`src/rtl/btn_debounce_pulse.sv`:
```
// Push-button conditioner: per channel a 2-flop synchronizer feeds a debounce FSM.
// The FSM produces a registered level, a single press pulse and an auto-repeat pulse train.
module btn_debounce_pulse #(
  parameter int N_BTN           = 5,
  parameter int DEBOUNCE_CYCLES = 1000000,
  parameter int REPEAT_DELAY    = 50000000,
  parameter int REPEAT_PERIOD   = 10000000
) (
  input  logic             clk,
  input  logic             rst,
  input  logic [N_BTN-1:0] btn_in,
  output logic [N_BTN-1:0] btn_level,
  output logic [N_BTN-1:0] btn_pulse,
  output logic [N_BTN-1:0] btn_repeat,
  output logic             any_pressed
);

  localparam int MAX_AB = (DEBOUNCE_CYCLES > REPEAT_DELAY) ? DEBOUNCE_CYCLES : REPEAT_DELAY;
  localparam int MAX_C  = (MAX_AB > REPEAT_PERIOD) ? MAX_AB : REPEAT_PERIOD;
  localparam int CW     = $clog2(MAX_C);

  localparam logic [CW-1:0] DB_LAST = CW'(DEBOUNCE_CYCLES - 1);
  localparam logic [CW-1:0] RD_LAST = CW'(REPEAT_DELAY - 1);
  localparam logic [CW-1:0] RP_LAST = CW'(REPEAT_PERIOD - 1);
  localparam logic [CW-1:0] CNT_ONE = CW'(1);

  typedef enum logic [1:0] {
    IDLE,
    DB_PRESS,
    PRESSED,
    DB_RELEASE
  } state_t;

  logic [N_BTN-1:0] sync_p0;
  logic [N_BTN-1:0] sync_p1;

  state_t           state_q [N_BTN];
  state_t           state_d [N_BTN];
  logic [CW-1:0]    cnt_q   [N_BTN];
  logic [CW-1:0]    cnt_d   [N_BTN];
  logic [N_BTN-1:0] rep_sub_q;
  logic [N_BTN-1:0] rep_sub_d;
  logic [N_BTN-1:0] level_d;
  logic [N_BTN-1:0] pulse_d;
  logic [N_BTN-1:0] repeat_d;

  // Synchronizer stage: the FSM only ever looks at sync_p1.
  always_ff @(posedge clk or negedge rst) begin
    if (!rst) begin
      sync_p0 <= '0;
      sync_p1 <= '0;
    end else begin
      sync_p0 <= btn_in;
      sync_p1 <= sync_p0;
    end
  end

  always_comb begin
    for (int i = 0; i < N_BTN; i++) begin
      state_d[i]   = state_q[i];
      cnt_d[i]     = cnt_q[i];
      rep_sub_d[i] = rep_sub_q[i];
      pulse_d[i]   = 1'b0;
      repeat_d[i]  = 1'b0;
      unique case (state_q[i])
        IDLE: begin
          if (sync_p1[i]) begin
            state_d[i] = DB_PRESS;
            cnt_d[i]   = '0;
          end
        end
        DB_PRESS: begin
          if (!sync_p1[i]) begin
            state_d[i] = IDLE;
            cnt_d[i]   = '0;
          end else if (cnt_q[i] == DB_LAST) begin
            state_d[i]   = PRESSED;
            cnt_d[i]     = '0;
            rep_sub_d[i] = 1'b0;
            pulse_d[i]   = 1'b1;
            repeat_d[i]  = 1'b1;
          end else begin
            cnt_d[i] = cnt_q[i] + CNT_ONE;
          end
        end
        PRESSED: begin
          // rep_sub selects the long initial delay or the shorter repeat period.
          if (!sync_p1[i]) begin
            state_d[i] = DB_RELEASE;
            cnt_d[i]   = '0;
          end else if ((!rep_sub_q[i] && cnt_q[i] == RD_LAST) ||
                       ( rep_sub_q[i] && cnt_q[i] == RP_LAST)) begin
            cnt_d[i]     = '0;
            rep_sub_d[i] = 1'b1;
            repeat_d[i]  = 1'b1;
          end else begin
            cnt_d[i] = cnt_q[i] + CNT_ONE;
          end
        end
        DB_RELEASE: begin
          // A bounce back to pressed resumes repeating without a new press pulse.
          if (sync_p1[i]) begin
            state_d[i]   = PRESSED;
            cnt_d[i]     = '0;
            rep_sub_d[i] = 1'b1;
          end else if (cnt_q[i] == DB_LAST) begin
            state_d[i] = IDLE;
            cnt_d[i]   = '0;
          end else begin
            cnt_d[i] = cnt_q[i] + CNT_ONE;
          end
        end
        default: begin
          state_d[i] = IDLE;
          cnt_d[i]   = '0;
        end
      endcase
      level_d[i] = (state_d[i] == PRESSED) || (state_d[i] == DB_RELEASE);
    end
  end

  // FSM and output register stage.
  always_ff @(posedge clk or negedge rst) begin
    if (!rst) begin
      for (int i = 0; i < N_BTN; i++) begin
        state_q[i] <= IDLE;
        cnt_q[i]   <= '0;
      end
      rep_sub_q   <= '0;
      btn_level   <= '0;
      btn_pulse   <= '0;
      btn_repeat  <= '0;
      any_pressed <= 1'b0;
    end else begin
      for (int i = 0; i < N_BTN; i++) begin
        state_q[i] <= state_d[i];
        cnt_q[i]   <= cnt_d[i];
      end
      rep_sub_q   <= rep_sub_d;
      btn_level   <= level_d;
      btn_pulse   <= pulse_d;
      btn_repeat  <= repeat_d;
      any_pressed <= |level_d;
    end
  end

endmodule

```
`config.mk`:
```
export PLATFORM = sky130hd
export DESIGN_NAME = btn_debounce_pulse
export DESIGN_NICKNAME = d
export VERILOG_FILES = /design/src/rtl/btn_debounce_pulse.sv
export SDC_FILE = /design/constraint.sdc
export NUM_CORES = 1
export LEC_CHECK = 0
export BUFFER_PORTS_ARGS = -buffer_cell sky130_fd_sc_hd__buf_2
export CAP_MARGIN = 10
export CORE_ASPECT_RATIO = 1.4
export CORE_MARGIN = 2
export CORE_UTILIZATION = 50
export CTS_CLUSTER_SIZE = 14
export DETAILED_ROUTE_END_ITERATION = 8
export PLACE_DENSITY = 0.66
export SYNTH_ARGS = -nofsm -noshare
export SYNTH_HDL_FRONTEND = slang
export SYNTH_SLANG_ARGS = --single-unit
```
`constraint.sdc`:
```
create_clock -name clk -period 2.82 [get_ports clk]
set_input_delay 0.282 -clock clk [delete_from_list [all_inputs] [get_ports clk]]
set_output_delay 0.282 -clock clk [all_outputs]
set_load 0.005 [all_outputs]
```
==> metrics.cfg <==
[clock_network]
cts.clk_slew.worst_paths_ns=0.07
clock_latency_ns=0.43
clockBufferDepth=2
postCtsSetupBuffers=0
cts-root-buf=clkbuf_16
htreeDepth=4
cts_tree=done
cts.sinks=170
cts_buffers=17

[place]
dp_hpwl_um=15900
port_buffers=22
place_congestion=0.852

[final_layout]
final_common_cell=dfrtp_1
diodes=0
syn2layout_area_growth_pct=13.8
drive_gt1_frac=0.115
nets=1180
mostFrequentLayoutCells=dfrtp_1 (170), nand2_1 (140), o21ai_0 (95)

[timing]
fmax_mhz=376
holdWs_ns=0.349
setup-tns-final_ns=0
drv_slew=0
finalHoldViolations=0
rsz0062_at_grt=false
slew_headroom=0.526
timing.final.crit_share=0.944
fin_skew_ns=0.0111
finalCriticalPeriod_ns=2.66
setup_viol=0
worst_pin_slew_ns=0.708

[global_route]
grt_max_degree=76
grt_pass1_vias=8300
grt_pass1_wl_um=39000
antenna_found_initial=0
overflow=0
track_usage=0.231

[pwr]
power.total_w=0.00666
power.density_nw_per_um2=607
ir_drop_v=0.000464
p_leak_nw=4.58

[logic_synthesis]
syn_nets=1128
async_flop_share=1.00
synth_cells=1096
synth-seq-cells=170
yosys_warnings=0
synthFlopType=dfrtp_1
synth_edf_count=0
syn_area_sq_um=9640
seq_area_frac_synth=0.441
avgSynthCellArea_sq_um=8.80
synth.distinct_cells=72

[hold_path]
min_path_type=register to register

[critical_path]
cp.required_ns=3.12
cpMostUsedCell=or3_1
path_buf_inv=0
worstPathArrival_ns=2.97
worstSetupEndpointType=register
critical_path_class=register to register
path_max_fanout=2
worstPathCellList=or4_1 > or4_4 > or3_4 > a31oi_4 > o21ai_2 > or3_1 > or3_1
cpLargestDelayFamily=simple AND/OR/NAND/NOR gates
slowest_stage=or4_1
critPathMaxStageDelay_ns=0.51
start_kind=register

[floorplan]
fp.dieArea_sq_um=20400
die_w_um=121
start_util=0.506
die_h_um=168
boundaryPins=23
core-area_sq_um=19100
num_rows=60

[routing]
num_vias=8448
wirelength_um=22600
final_antenna_net_count=0
drtIter0Drc=566
drt_pass1_iterations=7
remaining_drc_errors=0
routedWlPerCell_um=16.1
via_per_inst=6.00

[run]
max_cap_viol_count=0

[outcome]
status=finished, final reports clean

-- per-layer routing --
layer / vias to the layer above / wire [um] / global-route usage / part of all wire
li1: 4131 / - / - / -
met1: 4104 / 9850 / 0.289 / 0.44
met2: 167 / 11500 / 0.398 / 0.51
met3: 46 / 699 / 0.0339 / 0.031
met4: 0 / 586 / 0.0975 / 0.026
met5: - / 0 / 0 / 0
-- worst paths after layout --
| path | end | slack (ns) | cells after the start | start |
|---|---|---|---|---|
| min in group asynchronous | cnt_q[126] | 0.43 | 2 | rst |
| max reg2reg | any_pressed | 0.16 | 7 | cnt_q[22] |
| min | sync_p1[4] | 0.35 | 0 | sync_p0[4] |
| max in group asynchronous | cnt_q[33] | 1.59 | 3 | rst |
| min reg2reg | sync_p1[4] | 0.35 | 0 | sync_p0[4] |
| max | any_pressed | 0.16 | 7 | cnt_q[22] |
-- through the flow --
step,setup slack [ns],cell area [sq um],std cells,utilization
floorplan,0.0255,9640,1096,-
global placement,0.0897,10300,1371,0.541
detailed placement,0.0630,10300,1371,0.541
CTS,0.0464,10900,1409,0.574
global route,0.0211,11000,1409,0.575
finish,0.159,11000,1409,0.575
-- synthesized netlist by cell type (4+ instances only) --
master / n / area share
clkbuf_1: 42 / 0.016
a22oi_1: 4 / 0.0031
a22o_1: 9 / 0.0082
ha_1: 25 / 0.032
mux2i_1: 10 / 0.010
xor2_1: 17 / 0.015
nor4b_1: 7 / 0.0064
a221o_1: 4 / 0.0042
and4_1: 11 / 0.010
nand3_1: 73 / 0.038
xnor2_1: 13 / 0.012
nand4_1: 29 / 0.019
or4_1: 7 / 0.0055
dfrtp_1: 170 / 0.44
nor3b_1: 6 / 0.0047
nor4bb_1: 9 / 0.0093
inv_1: 34 / 0.013
and2_1: 12 / 0.0078
and3_1: 22 / 0.014
or3_1: 16 / 0.010
o311ai_0: 11 / 0.010
nand2b_1: 10 / 0.0065
nor2b_1: 6 / 0.0039
o21ai_0: 96 / 0.050
a21oi_1: 47 / 0.024
a211oi_1: 14 / 0.011
a31oi_1: 28 / 0.018
or2_2: 8 / 0.0052
a21o_1: 12 / 0.0093
nand2_1: 140 / 0.055
nor2_1: 91 / 0.035
nor3_1: 28 / 0.015
nor4_1: 15 / 0.0097
o31ai_1: 11 / 0.0086
nand4b_1: 4 / 0.0036
-- power by group --
part / switching (W) / internal (W) / leakage [nW]
Combinational: 0.00107 / 0.000634 / 1.99
Clock: 0.00102 / 0.00120 / 0.261
Sequential: 0.000148 / 0.00257 / 2.33
-- registers in the layout (all words and copies together) (netlist names) --
register and cells:
rep_sub_q 5, sync_p0 5, any_pressed 1, cnt_q 130, btn_pulse 5, state_q 10, btn_level 4, sync_p1 5
btn_repeat 5
-- repair_timing --
item | in CTS | in global routing
endpoints found under the setup margin | 0 | 23
hold buffers | 6 | 0
gates resized for setup | 0 | 6
hold endpoints to repair | 76 | 0
-- cell families after synthesis --
| logic type | count (synthesis) | share of synthesized area |
|---|---|---|
| buffers and inverters | 83 | 0.0372 |
| adder cells (fa/ha/maj) | 25 | 0.0324 |
| AND/OR/NAND/NOR | 510 | 0.273 |
| XOR/XNOR | 30 | 0.0273 |
| flip-flops | 170 | 0.441 |
| AO/OA/AOI/OAI | 268 | 0.178 |
| multiplexers | 10 | 0.0104 |
-- cell type report --
type | instances | area, sq um
Inverter | 34 | 128
Multi-Input combinational cell | 843 | 5070
Clock buffer | 20 | 467
Clock inverter | 12 | 91.3
Fill cell | 1741 | 8100
Timing Repair Buffer | 82 | 648
Tap cell | 248 | 310
Sequential cell | 170 | 4250
Note: power is estimated with default switching activity, not from simulation.
